$ cat src/rtl/pb_conditioner.sv
// Pushbutton conditioner for a stopwatch front panel.
// Synchronizes a raw active-low button, debounces both edges, and classifies
// each press as short (toggles run on release) or long (clears the counter
// once the hold threshold is reached).
`timescale 1ns/1ps

module pb_conditioner #(
  parameter int DEB_CYCLES  = 1000000,
  parameter int LONG_CYCLES = 100000000
) (
  input  logic clk,
  input  logic rst,
  input  logic pb_n,
  output logic pressed,
  output logic press_pulse,
  output logic short_pulse,
  output logic long_pulse,
  output logic run
);

  localparam int CNT_W = 27;
  localparam logic [CNT_W-1:0] DEB_LAST  = CNT_W'(DEB_CYCLES - 1);
  localparam logic [CNT_W-1:0] LONG_LAST = CNT_W'(LONG_CYCLES - 1);

  typedef enum logic [2:0] {
    IDLE     = 3'd0,
    PRESS_DB = 3'd1,
    HELD     = 3'd2,
    LONG     = 3'd3,
    REL_DB   = 3'd4
  } state_t;

  // Counters stick at all-ones instead of wrapping back to zero.
  function automatic logic [CNT_W-1:0] sat_inc(input logic [CNT_W-1:0] v);
    return (v == '1) ? v : v + CNT_W'(1);
  endfunction

  state_t           state_q, state_d;
  logic             sync1_q, sync1_d;
  logic             sync2_q, sync2_d;
  logic [CNT_W-1:0] deb_cnt_q, deb_cnt_d;
  logic [CNT_W-1:0] hold_cnt_q, hold_cnt_d;
  logic             long_flag_q, long_flag_d;
  logic             pressed_q, pressed_d;
  logic             press_pulse_q, press_pulse_d;
  logic             short_pulse_q, short_pulse_d;
  logic             long_pulse_q, long_pulse_d;
  logic             run_q, run_d;
  logic             pb_s;

  assign pb_s = sync2_q;

  // Next-state and next-output logic for the synchronizer and the press FSM.
  always_comb begin
    // NOTE: every signal gets a default first so no path through the case
    // leaves one unassigned, which would otherwise infer a latch.
    sync1_d       = pb_n;
    sync2_d       = sync1_q;
    state_d       = state_q;
    deb_cnt_d     = deb_cnt_q;
    hold_cnt_d    = hold_cnt_q;
    long_flag_d   = long_flag_q;
    pressed_d     = pressed_q;
    run_d         = run_q;
    press_pulse_d = 1'b0;
    short_pulse_d = 1'b0;
    long_pulse_d  = 1'b0;

    unique case (state_q)
      IDLE: begin
        if (!pb_s) begin
          state_d   = PRESS_DB;
          deb_cnt_d = '0;
        end
      end

      PRESS_DB: begin
        if (pb_s) begin
          // Low level did not last the debounce window: drop it silently.
          state_d = IDLE;
        end else if (deb_cnt_q == DEB_LAST) begin
          state_d       = HELD;
          press_pulse_d = 1'b1;
          pressed_d     = 1'b1;
          hold_cnt_d    = '0;
        end else begin
          deb_cnt_d = sat_inc(deb_cnt_q);
        end
      end

      HELD: begin
        if (pb_s) begin
          // hold_cnt keeps its value so a release bounce resumes the hold.
          state_d   = REL_DB;
          deb_cnt_d = '0;
        end else if (hold_cnt_q == LONG_LAST) begin
          state_d      = LONG;
          long_pulse_d = 1'b1;
          long_flag_d  = 1'b1;
        end else begin
          hold_cnt_d = sat_inc(hold_cnt_q);
        end
      end

      LONG: begin
        if (pb_s) begin
          state_d   = REL_DB;
          deb_cnt_d = '0;
        end
      end

      REL_DB: begin
        if (!pb_s) begin
          state_d = long_flag_q ? LONG : HELD;
        end else if (deb_cnt_q == DEB_LAST) begin
          state_d     = IDLE;
          pressed_d   = 1'b0;
          long_flag_d = 1'b0;
          if (!long_flag_q) begin
            short_pulse_d = 1'b1;
            run_d         = ~run_q;
          end
        end else begin
          deb_cnt_d = sat_inc(deb_cnt_q);
        end
      end

      default: begin
        state_d = IDLE;
      end
    endcase
  end

  // State, counters and registered outputs; reset forces an idle, released button.
  always_ff @(posedge clk or negedge rst) begin
    if (!rst) begin
      // Synchronizer resets to the released (high) level so reset itself
      // never looks like a falling edge.
      sync1_q       <= 1'b1;
      sync2_q       <= 1'b1;
      state_q       <= IDLE;
      deb_cnt_q     <= '0;
      hold_cnt_q    <= '0;
      long_flag_q   <= 1'b0;
      pressed_q     <= 1'b0;
      press_pulse_q <= 1'b0;
      short_pulse_q <= 1'b0;
      long_pulse_q  <= 1'b0;
      run_q         <= 1'b0;
    end else begin
      // NOTE: non-blocking assignments so every flop samples the values from
      // before this edge, independent of statement order.
      sync1_q       <= sync1_d;
      sync2_q       <= sync2_d;
      state_q       <= state_d;
      deb_cnt_q     <= deb_cnt_d;
      hold_cnt_q    <= hold_cnt_d;
      long_flag_q   <= long_flag_d;
      pressed_q     <= pressed_d;
      press_pulse_q <= press_pulse_d;
      short_pulse_q <= short_pulse_d;
      long_pulse_q  <= long_pulse_d;
      run_q         <= run_d;
    end
  end

  assign pressed     = pressed_q;
  assign press_pulse = press_pulse_q;
  assign short_pulse = short_pulse_q;
  assign long_pulse  = long_pulse_q;
  assign run         = run_q;

endmodule

$ cat config.mk
export PLATFORM = sky130hd
export DESIGN_NAME = pb_conditioner
export DESIGN_NICKNAME = d
export VERILOG_FILES = /design/src/rtl/pb_conditioner.sv
export SDC_FILE = /design/constraint.sdc
export NUM_CORES = 1
export LEC_CHECK = 0
export BUFFER_PORTS_ARGS = -buffer_cell sky130_fd_sc_hd__buf_4
export CELL_PAD_IN_SITES_DETAIL_PLACEMENT = 0
export CELL_PAD_IN_SITES_GLOBAL_PLACEMENT = 1
export CORE_MARGIN = 2
export CORE_UTILIZATION = 52
export DETAILED_ROUTE_END_ITERATION = 10
export MAX_ROUTING_LAYER = met4
export PLACE_DENSITY_LB_ADDON = 0.1
export SLEW_MARGIN = 30
export SYNTH_ARGS = -nofsm -noshare
export SYNTH_HDL_FRONTEND = slang
export SYNTH_SLANG_ARGS = --single-unit
$ cat constraint.sdc
create_clock -name clk -period 3.62 [get_ports clk]
set_input_delay 0.181 -clock clk [delete_from_list [all_inputs] [get_ports clk]]
set_output_delay 0.181 -clock clk [all_outputs]
set_load 0.1 [all_outputs]
==> flow_summary.yaml, run 1 <==
worst_setup_path:
  cp-start-kind: "flop"
  path_delay_family: "simple AND/OR/NAND/NOR gates"
  arrival_ps: 2920
  required_ps: 3890
  path_buf_inv: 1
  crit_type: "reg2reg"
  crit_top_cell: "a21oi_1"
  path_cells: "or3b_1 > nor2_1 > a41oi_1 > o21ai_1 > buf_4 > a21oi_1 > a21oi_1"
  worst_setup_path_end_kind: "flop"
  crit_fanout: 20
  critPathMaxStageDelay_ps: 690
  cp_slowest_cell: "or3b_1"
power:
  power.density_mw_per_mm2: 332
  p_switching_mw: 0.357
  seqPwrFrac: 0.544
  p_comb_frac: 0.037
  p_int_mw: 0.999
  max-vdd-ir-drop_mv: 0.180
  switching_share: 0.263
  p_clk_frac: 0.419
  p_leak_nw: 1.61
sta:
  hold_ws_ps: 357
  max_slew_margin: 0.409
  worst_pin_slew_ps: 878
  final.setup.tns_ps: 0
  clock-skew-final_ps: 15.8
  max_freq_mhz: 377
  hold_viol_final: 0
  rsz0062_at_grt: "no"
  fin_crit_ps: 2650
  period_share: 0.732
  final_max_slew_viol_count: 0
  setup_viol_count_final: 0
detailed_routing:
  drc: 0
  num_vias: 3497
  drt_pass1_iterations: 4
  wire_per_inst_microns: 17.3
  viasPerCell: 6.40
  ant_nets: 0
  wl_microns: 9460
  drt-initial-drc-count: 174
die:
  ioPinCount: 8
  start_util: 0.530
  row_count: 31
  die_y_microns: 89.5
  core-area_sq_mm: 0.00718
  die_x_microns: 89.5
  dieArea_sq_mm: 0.00802
logic_synthesis:
  synth_xor_area_frac: 0.00230
  ys_warn_count: 0
  synth_area_sq_mm: 0.00380
  synth_top_cell_by_area: "dfrtp_1"
  syn_nets: 443
  synthCells: 438
  synthSimpleGateAreaFrac: 0.294
  async_flop_share: 1.00
  synth.avg_cell_area_sq_um: 8.69
  ys_seq_area_frac: 0.428
  synth_edf_count: 0
  synth_commonest_cells: "dfrtp_1, o21ai_0, nand2_1, nor2_1, nand3_1"
  synth_seq_cells: 65
  synth.area.top_cells: "dfrtp_1, o21ai_0, nand2_1"
  ys_types: 57
  yosys.area_share.adder: 0.00658
  synth_mux_area_frac: 0
  yosysMostFrequentCell: "dfrtp_1"
  yosysTopAreaCellShare: 0.414
  ys.flop_type: "dfrtp_1"
  synth_top_family_by_area: "simple AND/OR/NAND/NOR gates"
  synth_compound_area_frac: 0.227
grt:
  grtUsageTotal: 0.262
  grt_pass1_vias: 3342
  grt_pass1_wl_microns: 15800
  overflow: 0
  grt_max_degree: 66
  antenna_found_initial: 0
clocking:
  cts_buffer_depth: 2
  clockRootBuffer: "clkbuf_8"
  cts_tree: "built"
  cts_sinks: 65
  htreeDepth: 3
  numCtsBuffers: 9
  cts.clk_slew.worst_paths_ps: 80
  clk-insertion-delay-late_ps: 350
final_layout:
  layout-drive-gt1-share: 0.110
  reg_top3: "deb_cnt_q x27, hold_cnt_q x27, state_q x3"
  instances_no_fill: 546
  design_area_sq_mm: 0.00409
  regArea_sq_mm: 0.00163
  multiInputGateArea_sq_mm: 0.00201
  area_delta_synth_final_pct: 7.50
  n_antenna_cell: 0
  fillers: 672
  nNetsFinal: 447
min_path:
  holdCritPathClass: "reg2reg"
placed_design:
  dpl.cell_count: 528
  gp_congestion: 0.895
  port_buffers: 7
  hpwlAfterDp_microns: 6610
  place_area_sq_mm: 0.00389
job:
  cap_violations: 0
run_status:
  status: "completed"
[area by class of cell]
type / instances / area share
clock buffers: 9 / 0.0303
clock inverters: 7 / 0.0135
multi-input cells: 342 / 0.493
flip-flops and latches: 65 / 0.398
inverters: 11 / 0.0101
repair buffers: 13 / 0.0251
well taps: 99 / 0.0303
[cell usage in the layout (no fill, tap or decap), types with 3 or more instances in the layout]
cell	n
dfrtp_1	63
nand3_1	30
o22ai_1	3
clkinv_4	3
o31ai_1	12
nor4_1	10
a41oi_1	5
or2_2	6
or3_1	6
buf_4	11
a21o_1	3
or4_1	6
and3_1	9
nand2_1	45
nor3_1	11
a21oi_1	18
o211ai_1	6
and4_1	5
o21ai_0	47
nor2_1	33
clkbuf_8	9
nand4_1	20
o311ai_0	12
o41ai_1	4
nand2b_1	6
inv_1	11
a31oi_1	7
[final timing paths]
kind	startpoint	endpoint	slack [ps]	depth (start not counted)
min in group asynchronous	rst	press_pulse	460	2
max in group asynchronous	rst	pressed	2560	2
worst min register to register	sync1_q	pb_s	360	0
worst max register to register	state_q[1]	hold_cnt_q[15]	970	7
worst min-delay path	sync1_q	pb_s	360	0
worst max-delay path	state_q[1]	hold_cnt_q[15]	970	7
[metal layers]
metal  part of all wire  up-vias  GRT usage  routed length (microns)
met3              0.026       11     0.0452                      247
met1               0.45     1736      0.308                     4210
met5                  0        -          -                        0
li1                   -     1697          -                        -
met4              0.012        0     0.0841                      112
met2               0.52       53      0.455                     4890
[kinds of logic after synthesis]
logic type                 after synthesis
AOI/OAI and AO/OA                      133
adders and majority gates                2
buffers and inverters                   31
and+or+nand+nor                        206
xor gates and xnor gates                 1
DFF                                     65
[power groups by stage]
stage / Clock (mW) / Combinational, mW / Sequential, mW
global placement: 0 / 0.0488 / 0.752
CTS: 0.582 / 0.0510 / 0.738
floorplan: 0 / 0.0262 / 0.750
global route: 0.613 / 0.0581 / 0.739
detailed placement: 0 / 0.0492 / 0.752
finish: 0.567 / 0.0502 / 0.738
[per-stage QoR]
step | util | setup slack [ps] | total power [mW]
6_report | 0.570 | 971 | 1.36
5_1_grt | 0.570 | 655 | 1.41
4_1_cts | 0.570 | 980 | 1.37
3_5_place_dp | 0.542 | 990 | 0.802
3_3_place_gp | 0.542 | 1040 | 0.801
2_1_floorplan | - | 1280 | 0.776
[timing repair]
item | in CTS | in global routing
buffers inserted | 0 | 0
hold buffers | 2 | 0
hold endpoints to repair | 64 | 0
resized for setup | 0 | 0
(Power assumes the default switching activity.)
==> run 2, diff against run 1 <==
--- a/config.mk
+++ b/config.mk
@@ -9,7 +9,7 @@
 export CELL_PAD_IN_SITES_DETAIL_PLACEMENT = 0
 export CELL_PAD_IN_SITES_GLOBAL_PLACEMENT = 1
 export CORE_MARGIN = 2
-export CORE_UTILIZATION = 52
+export CORE_UTILIZATION = 48
 export DETAILED_ROUTE_END_ITERATION = 10
 export MAX_ROUTING_LAYER = met4
 export PLACE_DENSITY_LB_ADDON = 0.1
==> constraint.sdc (replaced) <==
create_clock -name clk -period 2.46 [get_ports clk]
set_input_delay 0.123 -clock clk [delete_from_list [all_inputs] [get_ports clk]]
set_output_delay 0.123 -clock clk [all_outputs]
set_load 0.1 [all_outputs]
==> run 2 against run 1 <==
Cell area up 5.9%. Critical path type unchanged. Largest power group unchanged. Cell count increased by 4.8%. Highest routed layer unchanged. Clock skew down 7.6 ps. Sequential share of layout area is 2.2 points lower. Utilization is 0.67 points lower. Fmax is 14% higher. First-iteration DRC count decreased by 16%. Die area is 7.9% higher. Wire length rose by 5.3%. Sequential cell count did not move.
==> flow_summary.yaml, run 2 (same netlist as run 1, synthesis figures left out) <==
clocking:
  cts_tree: "built"
  cts.clk_slew.worst_paths_ps: 70
  cts_buffer_depth: 2
  htreeDepth: 3
  clockRootBuffer: "clkbuf_8"
  clk-insertion-delay-late_ps: 340
  numCtsBuffers: 9
  cts_sinks: 65
die:
  die_y_microns: 93.0
  dieArea_sq_mm: 0.00865
  core-area_sq_mm: 0.00769
  ioPinCount: 8
  start_util: 0.495
  row_count: 32
  die_x_microns: 93.0
grt:
  grtUsageTotal: 0.253
  grt_max_degree: 66
  grt_pass1_vias: 3400
  overflow: 0
  antenna_found_initial: 0
  grt_pass1_wl_microns: 16900
sta:
  final_max_slew_viol_count: 0
  worst_slack_ps: 138
  clock-skew-final_ps: 8.25
  period_share: 0.944
  rsz0062_at_grt: "yes"
  hold_viol_final: 0
  setup_viol_count_final: 0
  max_freq_mhz: 431
  fin_crit_ps: 2320
  worst_pin_slew_ps: 841
  max_slew_margin: 0.440
final_layout:
  utilization: 0.563
  n_antenna_cell: 0
  regArea_sq_mm: 0.00163
  nNetsFinal: 470
  fillers: 722
  layout-drive-gt1-share: 0.155
  reg_top3: "deb_cnt_q x27, hold_cnt_q x27, state_q x3"
  area_delta_synth_final_pct: 13.8
  final_common_cell: "dfrtp_1"
  layout_common_cells: "dfrtp_1, o21ai_0, nand2_1"
  multiInputGateArea_sq_mm: 0.00204
worst_setup_path:
  arrival_ps: 2540
  required_ps: 2680
  worst_setup_path_end_kind: "flop"
  r2r_setup_slack_ps: 140
  cp-start-kind: "flop"
  crit_type: "reg2reg"
  reg2reg_to: "hold_cnt_q[15]"
  r2r_start: "hold_cnt_q[0]"
  crit_fanout: 13
  worstRegToRegCells: 7
  cp_slowest_cell: "or4_4"
  path_cells: "ha_1 > nand2_1 > or4_4 > or4_4 > and3_4 > a41oi_1 > a21oi_1"
  path_delay_family: "simple AND/OR/NAND/NOR gates"
  crit_top_cell: "or4_4"
  path_buf_inv: 0
  critPathMaxStageDelay_ps: 540
min_path:
  worstHoldEndpoint: "pb_s"
  holdCritPathClass: "reg2reg"
  min_from: "sync1_q"
  hold_depth: 0
detailed_routing:
  drt-initial-drc-count: 146
  drt_pass1_iterations: 4
  ant_nets: 0
  drc: 0
  num_vias: 3574
  wl_microns: 9960
  viasPerCell: 6.25
  wire_per_inst_microns: 17.4
run_status:
  status: "completed"
power:
  max-vdd-ir-drop_mv: 0.310
  power.density_mw_per_mm2: 489
  p_comb_frac: 0.036
  seqPwrFrac: 0.514
  p_clk_frac: 0.450
  p_switching_mw: 0.465
  p_leak_nw: 1.75
  p_total_mw: 2.12
  p_int_mw: 1.65
  switching_share: 0.220
placed_design:
  port_buffers: 7
  gp_congestion: 0.896
  hpwlAfterDp_microns: 6820
  pre_cts_slack_ps: 77.2
job:
  cap_violations: 0
[run 2: cell types whose count changed in the layout (fill, tap and decap cells not counted), sizes merged]
cell / delta
buf: +23
clkbuf: +5
clkinv: -3
clkinvlp: -2
bufinv: +1
inv: -1
[run 2: through the flow]
step | instances | area, sq um | setup TNS [ps] | hold WS [ps]
global placement | 553 | 4070 | 0 | 232
CTS | 571 | 4300 | 0 | 371
finish | 572 | 4330 | 0 | 365
global route | 572 | 4330 | -5.70 | 371
floorplan | 438 | 3800 | 0 | -173
detailed placement | 553 | 4070 | 0 | 233
[run 2: worst max-delay path by stage]
stage / from / cells past startpoint / endpoint / slack, ps
4_1_cts: hold_cnt_q[0] / 7 / hold_cnt_q[15] / 60
5_1_grt: deb_cnt_q[0] / 7 / deb_cnt_q[9] / -6
3_3_place_gp: hold_cnt_q[0] / 7 / hold_cnt_q[15] / 90
3_5_place_dp: hold_cnt_q[0] / 7 / hold_cnt_q[15] / 80
6_report: hold_cnt_q[0] / 7 / hold_cnt_q[15] / 140
2_1_floorplan: hold_cnt_q[0] / 9 / hold_cnt_q[17] / 120
[run 2: timing repair]
action | 4_1_cts | 5_1_grt
hold endpoints to repair | 64 | 0
hold buffers | 2 | 0
resized for setup | 0 | 4
setup buffers | 0 | 1
setup endpoints to repair | 0 | 22
[run 2: final cells by class]
class | count | area share
well taps | 102 | 0.0295
inverters | 11 | 0.00953
flip-flops and latches | 65 | 0.376
repair buffers | 36 | 0.0665
clock inverters | 2 | 0.00809
clock buffers | 14 | 0.0399
multi-input cells | 342 | 0.470
[run 2: layer usage]
metal	up-vias	global-route usage	routed length [microns]
li1	1743	-	-
met1	1731	0.307	4320
met2	79	0.417	4890
met3	21	0.0620	450
met4	0	0.0821	294
met5	-	-	0
[run 2: power by group through the flow]
stage	clock, mW	combinational, mW	sequential (mW)
6_report	0.954	0.0758	1.09
5_1_grt	1.03	0.0885	1.09
4_1_cts	0.986	0.0774	1.09
3_5_place_dp	0	0.0745	1.11
3_3_place_gp	0	0.0738	1.11
2_1_floorplan	0	0.0386	1.10
